## src/rtl/instruction_encoder.sv

```systemverilog
// instruction_encoder
// Builds RV32I instruction words from discrete fields and an immediate, then
// streams them to an instruction-memory write port at consecutive word
// addresses. One load session runs from a start pulse until the last beat has
// been written or the session fills up.
module instruction_encoder #(
  parameter int ADDR_W = 8,
  parameter int DEPTH  = 256
) (
  input  logic              clk,
  input  logic              rst_n,
  input  logic              start,
  input  logic              in_valid,
  output logic              in_ready,
  input  logic [2:0]        in_fmt,
  input  logic [6:0]        in_opcode,
  input  logic [2:0]        in_funct3,
  input  logic [6:0]        in_funct7,
  input  logic [4:0]        in_rd,
  input  logic [4:0]        in_rs1,
  input  logic [4:0]        in_rs2,
  input  logic [31:0]       in_imm,
  input  logic              in_last,
  output logic              mem_we,
  output logic [ADDR_W-1:0] mem_addr,
  output logic [31:0]       mem_wdata,
  output logic [ADDR_W:0]   count,
  output logic              done,
  output logic              err
);

  // Session capacity in the width of the word counter.
  localparam logic [ADDR_W:0] DEPTH_C = (ADDR_W + 1)'(DEPTH);

  // Instruction formats as carried on in_fmt; 6 and 7 are not formats.
  typedef enum logic [2:0] {
    FMT_R = 3'd0,
    FMT_I = 3'd1,
    FMT_S = 3'd2,
    FMT_B = 3'd3,
    FMT_U = 3'd4,
    FMT_J = 3'd5
  } fmt_e;

  typedef enum logic [1:0] {
    ST_IDLE = 2'd0,
    ST_LOAD = 2'd1,
    ST_DONE = 2'd2
  } state_e;

  // ---------------------------------------------------------------------------
  // Per-format packers. Immediate bits outside each format's field are simply
  // dropped; no range check is done on the immediate.
  // ---------------------------------------------------------------------------
  function automatic logic [31:0] pack_r(input logic [6:0] f7, input logic [4:0] rs2,
                                         input logic [4:0] rs1, input logic [2:0] f3,
                                         input logic [4:0] rd, input logic [6:0] op);
    return {f7, rs2, rs1, f3, rd, op};
  endfunction

  function automatic logic [31:0] pack_i(input logic [31:0] imm, input logic [4:0] rs1,
                                         input logic [2:0] f3, input logic [4:0] rd,
                                         input logic [6:0] op);
    return {imm[11:0], rs1, f3, rd, op};
  endfunction

  function automatic logic [31:0] pack_s(input logic [31:0] imm, input logic [4:0] rs2,
                                         input logic [4:0] rs1, input logic [2:0] f3,
                                         input logic [6:0] op);
    return {imm[11:5], rs2, rs1, f3, imm[4:0], op};
  endfunction

  // Branch immediate is a byte offset; bit 0 is implicitly zero and not stored.
  function automatic logic [31:0] pack_b(input logic [31:0] imm, input logic [4:0] rs2,
                                         input logic [4:0] rs1, input logic [2:0] f3,
                                         input logic [6:0] op);
    return {imm[12], imm[10:5], rs2, rs1, f3, imm[4:1], imm[11], op};
  endfunction

  function automatic logic [31:0] pack_u(input logic [31:0] imm, input logic [4:0] rd,
                                         input logic [6:0] op);
    return {imm[31:12], rd, op};
  endfunction

  // Jump immediate is a byte offset; bit 0 is implicitly zero and not stored.
  function automatic logic [31:0] pack_j(input logic [31:0] imm, input logic [4:0] rd,
                                         input logic [6:0] op);
    return {imm[20], imm[10:1], imm[11], imm[19:12], rd, op};
  endfunction

  // ---------------------------------------------------------------------------
  // State
  // ---------------------------------------------------------------------------
  state_e            state_q;
  logic [ADDR_W-1:0] ptr_q;
  logic [ADDR_W:0]   count_q;
  logic              last_q;      // accepted in_last beat is in its write cycle
  logic              in_ready_q;
  logic              mem_we_q;
  logic [ADDR_W-1:0] mem_addr_q;
  logic [31:0]       mem_wdata_q;
  logic              done_q;
  logic              err_q;

  // Combinational helpers for the accepting edge
  logic              accept;
  logic              fmt_legal;
  logic [31:0]       word_d;
  logic [ADDR_W:0]   count_d;
  logic              full_d;

  assign accept    = in_valid && in_ready_q;
  assign fmt_legal = (in_fmt <= 3'd5);

  // Select the packed word for the presented format.
  always_comb begin
    word_d = 32'h0;
    case (in_fmt)
      FMT_R:   word_d = pack_r(in_funct7, in_rs2, in_rs1, in_funct3, in_rd, in_opcode);
      FMT_I:   word_d = pack_i(in_imm, in_rs1, in_funct3, in_rd, in_opcode);
      FMT_S:   word_d = pack_s(in_imm, in_rs2, in_rs1, in_funct3, in_opcode);
      FMT_B:   word_d = pack_b(in_imm, in_rs2, in_rs1, in_funct3, in_opcode);
      FMT_U:   word_d = pack_u(in_imm, in_rd, in_opcode);
      FMT_J:   word_d = pack_j(in_imm, in_rd, in_opcode);
      default: word_d = 32'h0;
    endcase
  end

  // Word count after the current beat: illegal formats do not consume a slot.
  always_comb begin
    count_d = count_q;
    if (accept && fmt_legal) begin
      count_d = count_q + 1'b1;
    end
    full_d = (count_d >= DEPTH_C);
  end

  // Session FSM; every output is a register so the memory port sees clean edges.
  always_ff @(posedge clk or negedge rst_n) begin
    if (!rst_n) begin
      state_q     <= ST_IDLE;
      ptr_q       <= '0;
      count_q     <= '0;
      last_q      <= 1'b0;
      in_ready_q  <= 1'b0;
      mem_we_q    <= 1'b0;
      mem_addr_q  <= '0;
      mem_wdata_q <= '0;
      done_q      <= 1'b0;
      err_q       <= 1'b0;
    end else begin
      // Writes are single-cycle pulses unless re-armed below.
      mem_we_q <= 1'b0;
      case (state_q)
        ST_IDLE, ST_DONE: begin
          if (start) begin
            state_q    <= ST_LOAD;
            ptr_q      <= '0;
            count_q    <= '0;
            last_q     <= 1'b0;
            err_q      <= 1'b0;
            done_q     <= 1'b0;
            in_ready_q <= (DEPTH_C != '0);
          end
        end

        ST_LOAD: begin
          if (last_q || (count_q >= DEPTH_C)) begin
            // The final write is on the port this cycle; close the session.
            // Filling up without a last beat is an overflow.
            state_q    <= ST_DONE;
            done_q     <= 1'b1;
            in_ready_q <= 1'b0;
            last_q     <= 1'b0;
            if (!last_q) begin
              err_q <= 1'b1;
            end
          end else if (accept) begin
            if (fmt_legal) begin
              mem_we_q    <= 1'b1;
              mem_addr_q  <= ptr_q;
              mem_wdata_q <= word_d;
              ptr_q       <= ptr_q + 1'b1;
            end else begin
              err_q <= 1'b1;
            end
            count_q    <= count_d;
            last_q     <= in_last;
            in_ready_q <= !in_last && !full_d;
          end
        end

        default: begin
          state_q    <= ST_IDLE;
          in_ready_q <= 1'b0;
        end
      endcase
    end
  end

  assign in_ready  = in_ready_q;
  assign mem_we    = mem_we_q;
  assign mem_addr  = mem_addr_q;
  assign mem_wdata = mem_wdata_q;
  assign count     = count_q;
  assign done      = done_q;
  assign err       = err_q;

endmodule

```

## config.mk

```make
export PLATFORM = sky130hd
export DESIGN_NAME = instruction_encoder
export DESIGN_NICKNAME = d
export VERILOG_FILES = /design/src/rtl/instruction_encoder.sv
export SDC_FILE = /design/constraint.sdc
export NUM_CORES = 1
export LEC_CHECK = 0
export BUFFER_PORTS_ARGS = -buffer_cell sky130_fd_sc_hd__buf_2
export CAP_MARGIN = 20
export CORE_MARGIN = 1.5
export CORE_UTILIZATION = 40
export DETAILED_ROUTE_END_ITERATION = 10
export PLACE_DENSITY = 0.73
export SYNTH_ARGS = -nofsm -noshare
export SYNTH_HDL_FRONTEND = slang
export SYNTH_SLANG_ARGS = --single-unit
```

## constraint.sdc

```tcl
create_clock -name clk -period 4.9 [get_ports clk]
set_clock_uncertainty 0.2 [all_clocks]
set_input_delay 0.735 -clock clk [delete_from_list [all_inputs] [get_ports clk]]
set_output_delay 0.735 -clock clk [all_outputs]
set_load 0.01 [all_outputs]
```

==> impl_metrics.prom, run 1 <==
# TYPE chip_impl_metric gauge
chip_impl_metric{name="timing.final.crit_share",unit="%"} 52.99
chip_impl_info{name="critical_path.endpoint_type",value="register"} 1
chip_impl_metric{name="cts_max_level",unit=""} 3
chip_impl_info{name="outcome",value="finished, final reports clean"} 1
chip_impl_metric{name="worst-endpoint-arrival",unit="ns"} 2.62
chip_impl_metric{name="hold_buffers",unit=""} 0
chip_impl_metric{name="mappedNetlistArea",unit="mm²"} 0.003125
chip_impl_metric{name="layout-drive-gt1-share",unit="%"} 32.89
chip_impl_metric{name="cts_resized",unit=""} 0
chip_impl_metric{name="effective_utilization_at_floorplan",unit="%"} 40.87
chip_impl_metric{name="upper_clock_frequency_limit",unit="MHz"} 385.1
chip_impl_metric{name="pin_count_of_the_biggest_net_entering_global_routing",unit=""} 47
chip_impl_metric{name="vdd.ir_drop.worst",unit="µV"} 227.6
chip_impl_metric{name="num-nets-final",unit=""} 525
chip_impl_metric{name="place.gp.congestion",unit=""} 0.8154
chip_impl_metric{name="die-height",unit="µm"} 91.40
chip_impl_metric{name="ant_nets",unit=""} 0
chip_impl_metric{name="finalMaxSlewViolations",unit=""} 0
chip_impl_info{name="cts_root_buf",value="sky130_fd_sc_hd__clkbuf_8"} 1
chip_impl_metric{name="worstPathMaxFanout",unit=""} 46
chip_impl_metric{name="post-synth-top-area-fraction",unit="%"} 51.24
chip_impl_metric{name="diode_count",unit=""} 0
chip_impl_info{name="synth_top_flop_cell",value="sky130_fd_sc_hd__dfrtp_1"} 1
chip_impl_metric{name="first_global_vias",unit=""} 2859
chip_impl_metric{name="critical_path_required",unit="ns"} 4.92
chip_impl_metric{name="port_buffers",unit=""} 124
chip_impl_metric{name="synth-seq-cells",unit=""} 64
chip_impl_metric{name="numClockSinks",unit=""} 64
chip_impl_metric{name="route.vias.total",unit=""} 2954
chip_impl_info{name="grt_setup_unrepaired",value="no"} 1
chip_impl_metric{name="yosysWarnings",unit=""} 0
chip_impl_metric{name="finalHoldViolations",unit=""} 0
chip_impl_info{name="hold_class",value="input pin to asynchronous set/reset pin"} 1
chip_impl_metric{name="io-pin-count",unit=""} 125
chip_impl_metric{name="drt_wl_total",unit="µm"} 8017
chip_impl_metric{name="hpwl",unit="µm"} 5772
chip_impl_metric{name="cts.reportedPaths.clkPinSlew",unit="ns"} 0.07
chip_impl_metric{name="syn_avg_cell_area",unit="µm²"} 9.414
chip_impl_metric{name="setup_tns",unit="ns"} 0
chip_impl_info{name="worstSetupStartpointType",value="register"} 1
chip_impl_metric{name="async_reset_ff_share",unit="%"} 100.0
chip_impl_metric{name="die_w",unit="µm"} 91.40
chip_impl_metric{name="max_cap_viol_count",unit=""} 0
chip_impl_metric{name="synth_enable_flop_cells",unit=""} 0
chip_impl_info{name="yosys.area.top_type",value="sky130_fd_sc_hd__dfrtp_1"} 1
chip_impl_metric{name="die_area",unit="mm²"} 0.008353
chip_impl_metric{name="cts_inserted_buffers",unit=""} 9
chip_impl_metric{name="slew_headroom",unit="%"} 50.10
chip_impl_metric{name="register_area_share_after_synthesis",unit="%"} 51.24
chip_impl_metric{name="clock_latency",unit="ns"} 0.33
chip_impl_metric{name="coreArea",unit="mm²"} 0.007647
chip_impl_metric{name="drt-wirelength-per-cell",unit="µm"} 14.37
chip_impl_info{name="timing_worst_setup_path_type",value="register to register"} 1
chip_impl_metric{name="drc_errors",unit=""} 0
chip_impl_metric{name="syn2layout_area_growth",unit="%"} 29.46
chip_impl_info{name="tritoncts_clock_tree",value="done"} 1
chip_impl_metric{name="final-setup-viol-count",unit=""} 0
chip_impl_info{name="mostFrequentLayoutCell",value="sky130_fd_sc_hd__buf_2"} 1
chip_impl_metric{name="net_count_synth",unit=""} 406
chip_impl_metric{name="cell_count_after_synthesis",unit=""} 332
chip_impl_info{name="most_frequent_cells_in_the_layout",value="sky130_fd_sc_hd__buf_2, sky130_fd_sc_hd__nand2_1, sky130_fd_sc_hd__dfrtp_1"} 1
chip_impl_metric{name="grt_util_all_layers",unit="%"} 20.06
chip_impl_metric{name="placementRows",unit=""} 32
chip_impl_metric{name="numPlacedInstances",unit=""} 542
chip_impl_metric{name="grt.overflow.total",unit=""} 0
chip_impl_metric{name="vias_per_cell",unit=""} 5.294
chip_impl_metric{name="grt_pass1_wl",unit="µm"} 13280
chip_impl_metric{name="drt_pre_antenna_iters",unit=""} 4
chip_impl_metric{name="worstMarginPinSlew",unit="ns"} 0.7469
chip_impl_metric{name="period_needed",unit="ns"} 2.597
chip_impl_metric{name="cts_post_setup_buffers_inserted",unit=""} 0
chip_impl_metric{name="first_iter_violations",unit=""} 131
chip_impl_metric{name="ctsLongestPathBuffers",unit=""} 2
chip_impl_info{name="area_contributors_post_synth",value="sky130_fd_sc_hd__dfrtp_1, sky130_fd_sc_hd__nand2_1, sky130_fd_sc_hd__nor2_1, sky130_fd_sc_hd__a22oi_1, sky130_fd_sc_hd__a221oi_1"} 1
chip_impl_metric{name="cellPowerDensity",unit="mW/mm²"} 498.0
chip_impl_metric{name="synth.distinct_cells",unit=""} 48
chip_impl_metric{name="total_leakage_power",unit="nW"} 2.026
chip_impl_metric{name="reg2regPathDepth",unit=""} 6
chip_impl_metric{name="antenna_found_initial",unit=""} 0
chip_impl_metric{name="layout.cells.non_filler",unit=""} 558
[layout make-up]
| cell class | count | area, µm² |
|---|---|---|
| Multi-Input combinational cell | 245 | 1429 |
| Inverter | 4 | 15.01 |
| Sequential cell | 64 | 1602 |
| Fill cell | 733 | 3601 |
| Clock inverter | 6 | 92.59 |
| Timing Repair Buffer | 127 | 643.1 |
| Clock buffer | 10 | 137.6 |
| Tap cell | 102 | 127.6 |
[worst paths after layout]
kind	start	end	slack, ns
max	count[8]	mem_wdata[26]	2.30
min	rst_n	count[5]	0.20
max reg2reg	count[8]	mem_wdata[26]	2.30
min reg2reg	done	done	0.28
max in group asynchronous	rst_n	err	3.37
min in group clk	done	done	0.28
[metrics by stage]
step	total power, mW	hold slack [ns]	utilization, %	cell area (µm²)	setup WS, ns
after global placement	1.496	0.2525	49.90	3816	2.098
after global routing	2.158	0.2346	52.91	4046	2.070
after floorplan	1.237	0.2394	-	3126	2.788
after detailed placement	1.521	0.2643	49.90	3816	2.016
after CTS	2.038	0.2082	52.91	4046	2.269
final	2.015	0.2049	52.91	4046	2.303
[registers in the layout (all words and copies together) (netlist names)]
signal,flops
ptr_q,8
err,1
mem_we,1
state_q,2
mem_wdata,32
in_ready,1
done,1
last_q,1
mem_addr,8
count,9
[critical path, stage by stage (launching register included)]
cell                       delay, ns
sky130_fd_sc_hd__dfrtp_1        0.45
sky130_fd_sc_hd__nor4b_2        0.39
sky130_fd_sc_hd__nand3_1        0.11
sky130_fd_sc_hd__buf_4          0.28
sky130_fd_sc_hd__inv_2          0.60
sky130_fd_sc_hd__o221ai_1       0.27
sky130_fd_sc_hd__o21a_1         0.17
[logic make-up after synthesis]
logic type      after synthesis  synth area share (%)
compound gates               81                 19.46
xor+xnor                      8                 2.242
fa+ha+maj                     2                0.8005
buf+inv                      23                 3.042
flops                        64                 51.24
mux                           6                 2.002
simple gates                148                 21.22
[power by group]
part | switching, mW | internal [mW] | total [mW]
clock network | 0.209 | 0.302 | 0.511
registers | 0.120 | 0.706 | 0.826
logic | 0.394 | 0.284 | 0.678
[synth_stat cells, drive strengths merged, types with 3 or more instances]
cell / count
a22o: 4
mux2i: 4
nand3: 10
nand2b: 5
o21ai: 13
o221ai: 6
buf: 6
dfrtp: 64
or3: 3
a21oi: 9
o21a: 6
nor2: 42
xnor2: 5
a22oi: 16
nand2: 70
inv: 3
xor2: 3
a221oi: 12
clkbuf: 13
nor4: 4
[layer usage]
metal  GRT usage, %  vias to the layer above  wire length, µm  share of wire (%)
met5              0                        -                0                  0
met4          8.203                        0              124                1.5
met3          4.355                       10              425                5.3
met2          32.34                       96             4022                 50
met1          26.11                     1421             3444                 43
li1               -                     1427                -                  -
Power figures use the tool's default switching activity.
==> run 2: changes to the inputs <==
clock period = 2.71 ns   (was 4.9 ns; I/O delays follow)
==> impl_metrics.prom, run 2 (same netlist as run 1, synthesis figures left out) <==
# TYPE chip_impl_metric gauge
chip_impl_info{name="outcome",value="finished, final reports clean"} 1
chip_impl_metric{name="power.combinational.fraction",unit="%"} 35.0
chip_impl_metric{name="grt.overflow.total",unit=""} 0
chip_impl_metric{name="timing.final.crit_share",unit="%"} 84.71
chip_impl_metric{name="vdd.ir_drop.worst",unit="µV"} 325.3
chip_impl_metric{name="drc_errors",unit=""} 0
chip_impl_metric{name="largest_register_ffs",unit=""} 32
chip_impl_metric{name="coreArea",unit="mm²"} 0.007647
chip_impl_metric{name="hpwl",unit="µm"} 5731
chip_impl_info{name="worstSetupStartpointType",value="register"} 1
chip_impl_metric{name="total_leakage_power",unit="nW"} 2.046
chip_impl_metric{name="drt_pre_antenna_iters",unit=""} 4
chip_impl_metric{name="placementRows",unit=""} 32
chip_impl_metric{name="layout-drive-gt1-share",unit="%"} 33.41
chip_impl_info{name="timing_worst_setup_path_type",value="register to register"} 1
chip_impl_metric{name="critical_path_required",unit="ns"} 2.74
chip_impl_metric{name="syn2layout_area_growth",unit="%"} 30.34
chip_impl_metric{name="cellPowerDensity",unit="mW/mm²"} 878.7
chip_impl_metric{name="worst-endpoint-arrival",unit="ns"} 2.33
chip_impl_info{name="timing.hold.worst_endpoint",value="in_ready"} 1
chip_impl_metric{name="share_of_total_power_in_the_clock_network",unit="%"} 23.4
chip_impl_metric{name="num-nets-final",unit=""} 530
chip_impl_metric{name="worstPathMaxFanout",unit=""} 8
chip_impl_metric{name="reg2regPathDepth",unit=""} 4
chip_impl_metric{name="route.vias.total",unit=""} 2961
chip_impl_info{name="reg2reg_to",value="ptr_q[5]"} 1
chip_impl_metric{name="max_cap_viol_count",unit=""} 0
chip_impl_metric{name="slew_headroom",unit="%"} 60.50
chip_impl_metric{name="antenna_found_initial",unit=""} 0
chip_impl_metric{name="clock_latency",unit="ns"} 0.34
chip_impl_metric{name="grt_pass1_wl",unit="µm"} 13770
chip_impl_metric{name="vias_per_cell",unit=""} 5.259
chip_impl_metric{name="die_w",unit="µm"} 91.40
chip_impl_metric{name="ctsLongestPathBuffers",unit=""} 2
chip_impl_metric{name="final-setup-viol-count",unit=""} 0
chip_impl_metric{name="worst-r2r-setup-slack",unit="ns"} 0.41
chip_impl_metric{name="pin_count_of_the_biggest_net_entering_global_routing",unit=""} 65
chip_impl_info{name="mostFrequentLayoutCell",value="sky130_fd_sc_hd__buf_2"} 1
chip_impl_metric{name="finalHoldViolations",unit=""} 0
chip_impl_metric{name="critical-path-max-stage-delay",unit="ns"} 0.74
chip_impl_metric{name="upper_clock_frequency_limit",unit="MHz"} 435.6
chip_impl_metric{name="critPathBufInv",unit=""} 0
chip_impl_metric{name="cts_inserted_buffers",unit=""} 9
chip_impl_metric{name="diode_count",unit=""} 0
chip_impl_info{name="hold_class",value="input pin to register"} 1
chip_impl_metric{name="period_needed",unit="ns"} 2.296
chip_impl_info{name="path_cells",value="or4b_1 -> nor4_4 -> a31oi_1 -> a41o_1"} 1
chip_impl_metric{name="power.sequential.fraction",unit="%"} 41.6
chip_impl_info{name="tritoncts_clock_tree",value="done"} 1
chip_impl_info{name="most_frequent_cells_in_the_layout",value="sky130_fd_sc_hd__buf_2, sky130_fd_sc_hd__nand2_1, sky130_fd_sc_hd__dfrtp_1"} 1
chip_impl_metric{name="internal-power",unit="mW"} 2.254
chip_impl_metric{name="drt-wirelength-per-cell",unit="µm"} 14.25
chip_impl_info{name="reg2reg_from",value="count[8]"} 1
chip_impl_metric{name="cts_resized",unit=""} 0
chip_impl_metric{name="first_global_vias",unit=""} 2860
chip_impl_info{name="timing.hold.worst.start",value="in_last"} 1
chip_impl_metric{name="io-pin-count",unit=""} 125
chip_impl_metric{name="cts_max_level",unit=""} 3
chip_impl_metric{name="first_iter_violations",unit=""} 189
chip_impl_metric{name="switching_share",unit="%"} 37.03
chip_impl_info{name="critical_path.endpoint_type",value="register"} 1
chip_impl_metric{name="place.gp.congestion",unit=""} 0.8012
chip_impl_metric{name="die_area",unit="mm²"} 0.008353
chip_impl_metric{name="hold-path-cell-count",unit=""} 2
chip_impl_metric{name="port_buffers",unit=""} 124
chip_impl_metric{name="report.power.total",unit="mW"} 3.580
chip_impl_metric{name="die-height",unit="µm"} 91.40
chip_impl_metric{name="drt_wl_total",unit="µm"} 8023
chip_impl_metric{name="effective_utilization_at_floorplan",unit="%"} 40.87
chip_impl_metric{name="ant_nets",unit=""} 0
chip_impl_info{name="grt_setup_unrepaired",value="no"} 1
chip_impl_metric{name="finalMaxSlewViolations",unit=""} 0
chip_impl_metric{name="worstMarginPinSlew",unit="ns"} 0.5924
chip_impl_info{name="crit_slowest_cell",value="sky130_fd_sc_hd__or4b_1"} 1
chip_impl_info{name="cts_root_buf",value="sky130_fd_sc_hd__clkbuf_8"} 1
chip_impl_metric{name="grt_util_all_layers",unit="%"} 20.57
chip_impl_metric{name="setup_tns",unit="ns"} 0
chip_impl_metric{name="cts.reportedPaths.clkPinSlew",unit="ns"} 0.07
chip_impl_info{name="critical_path.top_delay_family",value="simple AND/OR/NAND/NOR gates"} 1
chip_impl_metric{name="net_switching",unit="mW"} 1.326
chip_impl_metric{name="numClockSinks",unit=""} 64
-- run 2: cell count changes in the layout (fill, tap and decap cells not counted) --
| cell | delta |
|---|---|
| sky130_fd_sc_hd__dlygate4sd3_1 | +1 |
| sky130_fd_sc_hd__buf_12 | +1 |
| sky130_fd_sc_hd__bufinv_16 | -1 |
| sky130_fd_sc_hd__clkinv_2 | +1 |
| sky130_fd_sc_hd__buf_4 | +3 |
| sky130_fd_sc_hd__inv_6 | +1 |
| sky130_fd_sc_hd__clkinv_4 | -1 |
-- run 2: cell type report --
cell class,count,area [µm²]
well taps,102,127.6
clock buffers,10,137.6
repair buffers,132,695.7
fillers,736,3573
inverters,4,15.01
clock inverters,6,67.56
multi-input cells,245,1429
flip-flops and latches,64,1602
-- run 2: power groups by stage --
| stage | combinational [mW] | clock (mW) | sequential, mW |
|---|---|---|---|
| finish | 1.25 | 0.837 | 1.49 |
| global route | 1.41 | 0.902 | 1.54 |
| CTS | 1.27 | 0.858 | 1.49 |
| detailed placement | 1.27 | 0 | 1.50 |
| global placement | 1.23 | 0 | 1.49 |
| floorplan | 0.618 | 0 | 1.62 |
-- run 2: metal layers --
metal	GRT usage, %	up-vias	share of wire (%)
li1	-	1439	-
met4	7.422	0	1.5
met3	3.183	9	5.3
met2	34.95	119	49
met1	26.45	1394	44
met5	0	-	0
-- run 2: what timing repair did --
| action | in CTS | in global routing |
|---|---|---|
| hold buffers | 1 | 0 |
| hold endpoints to repair | 64 | 0 |
| buffers inserted | 0 | 0 |
-- run 2: worst max-delay path by stage --
stage                         from       end  slack [ns]  cells after the start
final                     count[8]  ptr_q[5]        0.41                      4
after floorplan           count[8]  ptr_q[5]        0.60                      5
after global placement    count[8]  ptr_q[7]        0.49                      4
after global routing      count[8]  ptr_q[5]        0.33                      4
after CTS                 count[8]  ptr_q[5]        0.41                      4
after detailed placement  count[8]  ptr_q[5]        0.42                      4
-- run 2: through the flow --
step | setup WS [ns] | utilization (%) | instance area [µm²] | hold WS [ns] | instances
after global placement | 0.4911 | 50.46 | 3859 | 0.2473 | 546
after detailed placement | 0.4219 | 50.46 | 3859 | 0.2471 | 546
final | 0.4144 | 53.27 | 4074 | 0.05609 | 563
after floorplan | 0.5982 | - | 3126 | -0.08909 | 332
after global routing | 0.3262 | 53.27 | 4074 | 0.06215 | 563
after CTS | 0.4104 | 53.27 | 4074 | 0.04642 | 563
==> run 3: changes to the inputs <==
ABC_AREA = 1   (was unset)
PLACE_DENSITY = 0.75   (was 0.73)
clock period = 1.98 ns   (was 2.71 ns; I/O delays follow)
==> impl_metrics.prom, run 3 <==
# TYPE chip_impl_metric gauge
chip_impl_metric{name="post-synth-top-area-fraction",unit="%"} 50.26
chip_impl_metric{name="worstPathMaxFanout",unit=""} 20
chip_impl_info{name="cts_root_buf",value="sky130_fd_sc_hd__clkbuf_8"} 1
chip_impl_metric{name="layout-drive-gt1-share",unit="%"} 29.51
chip_impl_metric{name="place_worst_setup_slack",unit="ns"} 0.1650
chip_impl_metric{name="multiInputGateArea",unit="mm²"} 0.001375
chip_impl_metric{name="cell_count_after_synthesis",unit=""} 403
chip_impl_metric{name="mappedNetlistArea",unit="mm²"} 0.003187
chip_impl_info{name="critical_path.endpoint_type",value="register"} 1
chip_impl_metric{name="die_w",unit="µm"} 92.26
chip_impl_metric{name="drt_wl_total",unit="µm"} 8590
chip_impl_metric{name="layout.cells.non_filler",unit=""} 668
chip_impl_metric{name="ant_nets",unit=""} 0
chip_impl_metric{name="cellPowerDensity",unit="mW/mm²"} 1155
chip_impl_metric{name="cts_inserted_buffers",unit=""} 9
chip_impl_metric{name="cts_post_setup_buffers_inserted",unit=""} 0
chip_impl_metric{name="setup_tns",unit="ns"} 0
chip_impl_metric{name="die-height",unit="µm"} 92.26
chip_impl_metric{name="fin_area",unit="mm²"} 0.004392
chip_impl_metric{name="placementRows",unit=""} 32
chip_impl_metric{name="hold_buffers",unit=""} 25
chip_impl_info{name="grt_setup_unrepaired",value="no"} 1
chip_impl_metric{name="vias_per_cell",unit=""} 4.876
chip_impl_metric{name="drt_pre_antenna_iters",unit=""} 4
chip_impl_metric{name="layout_setup_ws",unit="ns"} 0.1645
chip_impl_metric{name="max_cap_viol_count",unit=""} 0
chip_impl_metric{name="die_area",unit="mm²"} 0.008512
chip_impl_info{name="critical_path.top_delay_family",value="simple AND/OR/NAND/NOR gates"} 1
chip_impl_info{name="synth_most_common_cell",value="sky130_fd_sc_hd__nand2_1"} 1
chip_impl_metric{name="vdd.ir_drop.worst",unit="µV"} 574.7
chip_impl_info{name="reg2reg_from",value="in_ready"} 1
chip_impl_metric{name="total_leakage_power",unit="nW"} 2.306
chip_impl_metric{name="worst-endpoint-arrival",unit="ns"} 1.88
chip_impl_info{name="hold_class",value="input pin to register"} 1
chip_impl_metric{name="drt-wirelength-per-cell",unit="µm"} 12.86
chip_impl_info{name="path_cells",value="nand2_1 -> inv_1 -> nand2_1 -> nor2_4 -> buf_12 -> nor2_1 -> a31oi_1"} 1
chip_impl_metric{name="final-seq-area",unit="mm²"} 0.001602
chip_impl_info{name="crit_slowest_cell",value="sky130_fd_sc_hd__dfrtp_1"} 1
chip_impl_metric{name="cts_resized",unit=""} 0
chip_impl_metric{name="first_iter_violations",unit=""} 219
chip_impl_info{name="worstSetupStartpointType",value="register"} 1
chip_impl_info{name="mostFrequentLayoutCell",value="sky130_fd_sc_hd__nand2_1"} 1
chip_impl_info{name="synth_top_flop_cell",value="sky130_fd_sc_hd__dfrtp_1"} 1
chip_impl_metric{name="final-setup-viol-count",unit=""} 0
chip_impl_metric{name="yosysWarnings",unit=""} 0
chip_impl_metric{name="hpwl",unit="µm"} 6168
chip_impl_metric{name="cp.depth",unit=""} 7
chip_impl_metric{name="route.vias.total",unit=""} 3257
chip_impl_metric{name="net_count_synth",unit=""} 477
chip_impl_info{name="tritoncts_clock_tree",value="done"} 1
chip_impl_metric{name="final_layout_worst_hold_slack",unit="ns"} 0.01498
chip_impl_metric{name="antenna_found_initial",unit=""} 0
chip_impl_metric{name="postLayoutCoreUtil",unit="%"} 56.83
chip_impl_metric{name="clock_latency",unit="ns"} 0.35
chip_impl_metric{name="io-pin-count",unit=""} 125
chip_impl_metric{name="cts.reportedPaths.clkPinSlew",unit="ns"} 0.07
chip_impl_metric{name="largest_register_ffs",unit=""} 32
chip_impl_metric{name="slew_headroom",unit="%"} 70.98
chip_impl_metric{name="num-fill-cells",unit=""} 719
chip_impl_metric{name="effective_utilization_at_floorplan",unit="%"} 41.24
chip_impl_info{name="endpoint",value="mem_wdata[16]"} 1
chip_impl_metric{name="synth-seq-cells",unit=""} 64
chip_impl_info{name="cp-startpoint",value="in_ready"} 1
chip_impl_info{name="synth_common_cells",value="sky130_fd_sc_hd__nand2_1, sky130_fd_sc_hd__dfrtp_1, sky130_fd_sc_hd__nor2_1"} 1
chip_impl_metric{name="synth_enable_flop_cells",unit=""} 0
chip_impl_metric{name="grt_util_all_layers",unit="%"} 20.76
chip_impl_metric{name="upper_clock_frequency_limit",unit="MHz"} 550.8
chip_impl_metric{name="reg2regPathDepth",unit=""} 7
chip_impl_metric{name="async_reset_ff_share",unit="%"} 100.0
chip_impl_metric{name="worstMarginPinSlew",unit="ns"} 0.4338
chip_impl_info{name="timing_worst_setup_path_type",value="register to register"} 1
chip_impl_metric{name="worst-r2r-setup-slack",unit="ns"} 0.16
chip_impl_metric{name="critical-path-max-stage-delay",unit="ns"} 0.36
chip_impl_metric{name="diode_count",unit=""} 0
chip_impl_metric{name="ctsLongestPathBuffers",unit=""} 2
chip_impl_metric{name="pin_count_of_the_biggest_net_entering_global_routing",unit=""} 65
chip_impl_metric{name="place.gp.congestion",unit=""} 0.8191
chip_impl_metric{name="first_global_vias",unit=""} 3147
chip_impl_metric{name="critPathBufInv",unit=""} 2
chip_impl_metric{name="num-nets-final",unit=""} 635
chip_impl_metric{name="period_needed",unit="ns"} 1.815
chip_impl_metric{name="syn2layout_area_growth",unit="%"} 37.81
chip_impl_metric{name="critical_path_required",unit="ns"} 2.04
chip_impl_metric{name="syn_avg_cell_area",unit="µm²"} 7.908
chip_impl_metric{name="register_area_share_after_synthesis",unit="%"} 50.26
chip_impl_metric{name="port_buffers",unit=""} 124
chip_impl_info{name="most_frequent_cells_in_the_layout",value="sky130_fd_sc_hd__nand2_1, sky130_fd_sc_hd__buf_2, sky130_fd_sc_hd__dfrtp_1"} 1
chip_impl_metric{name="cts_max_level",unit=""} 3
chip_impl_metric{name="synth.distinct_cells",unit=""} 28
chip_impl_metric{name="timing.final.crit_share",unit="%"} 91.69
chip_impl_info{name="area_contributors_post_synth",value="sky130_fd_sc_hd__dfrtp_1, sky130_fd_sc_hd__nand2_1, sky130_fd_sc_hd__nor2_1, sky130_fd_sc_hd__a31oi_1, sky130_fd_sc_hd__a21oi_1"} 1
chip_impl_metric{name="finalMaxSlewViolations",unit=""} 0
chip_impl_info{name="reg2reg_to",value="mem_wdata[16]"} 1
chip_impl_metric{name="finalHoldViolations",unit=""} 0
chip_impl_info{name="yosys.area.top_type",value="sky130_fd_sc_hd__dfrtp_1"} 1
chip_impl_metric{name="placed_area",unit="mm²"} 0.003978
chip_impl_info{name="outcome",value="finished, final reports clean"} 1
chip_impl_metric{name="report.power.total",unit="mW"} 5.073
chip_impl_metric{name="grt_pass1_wl",unit="µm"} 13870
chip_impl_metric{name="numClockSinks",unit=""} 64
chip_impl_metric{name="grt.overflow.total",unit=""} 0
chip_impl_metric{name="coreArea",unit="mm²"} 0.007727
chip_impl_metric{name="drc_errors",unit=""} 0
chip_impl_metric{name="numPlacedInstances",unit=""} 627
chip_impl_info{name="critical_path.most_common_cell",value="sky130_fd_sc_hd__nand2_1"} 1
## run 3: changes by cell type after synthesis, sizes merged, moves of 7 or more
cell    change
a21oi      +14
nand2      +72
a221oi     -12
nand3      +13
clkbuf     -12
a31oi      +21
inv        +27
buf         +7
a22oi      -15
## run 3: cells by family after synthesis
| kind of cell | Yosys count | synth area share, % |
|---|---|---|
| XOR/XNOR | 3 | 0.8247 |
| multiplexers | 1 | 0.3141 |
| flip-flops | 64 | 50.26 |
| AO/OA/AOI/OAI | 65 | 11.27 |
| adder cells (fa/ha/maj) | 2 | 0.7851 |
| buffers and inverters | 44 | 6.596 |
| AND/OR/NAND/NOR | 224 | 29.96 |
## run 3: tightest hold or removal path, cell delays in order
cell                      delay, ns
sky130_fd_sc_hd__buf_2         0.09
sky130_fd_sc_hd__nand2_1       0.06
sky130_fd_sc_hd__a31oi_1       0.07
## run 3: area by class of cell
| type | instances | area share (%) |
|---|---|---|
| clock buffer | 10 | 2.906 |
| clock inverter | 6 | 0.8262 |
| inverter | 30 | 2.564 |
| tap | 102 | 2.906 |
| sequential | 64 | 36.47 |
| timing repair buffer | 161 | 23.02 |
| multi-input combinational | 295 | 31.31 |
## run 3: worst min path at each step
stage | slack [ns] | from | depth (start not counted) | to
after floorplan | -0.20 | rst_n | 0 | count[0]
after global placement | 0.14 | rst_n | 2 | mem_wdata[14]
after detailed placement | 0.14 | rst_n | 2 | mem_wdata[18]
after CTS | 0.0004 | in_rd[1] | 3 | mem_wdata[8]
after global routing | 0.01 | in_imm[9] | 3 | mem_wdata[29]
final | 0.01 | in_rs2[2] | 3 | mem_wdata[22]
## run 3: where the power goes
group / switching, mW / leakage (nW) / total (mW) / internal, mW
Clock: 0.511 / 0.0858 / 0.958 / 0.447
Sequential: 0.273 / 0.810 / 2.04 / 1.77
Combinational: 1.22 / 1.41 / 2.08 / 0.855
Total: 2.00 / 2.31 / 5.07 / 3.07
## run 3: metal layers
| layer | vias up | share of wire, % | routed length, µm | global-route usage (%) |
|---|---|---|---|---|
| met3 | 14 | 5.4 | 465 | 5.638 |
| met2 | 106 | 50 | 4280 | 34.75 |
| met5 | - | 0 | 0 | 0 |
| li1 | 1634 | - | - | - |
| met4 | 0 | 1.9 | 166 | 8.077 |
| met1 | 1503 | 43 | 3678 | 25.39 |
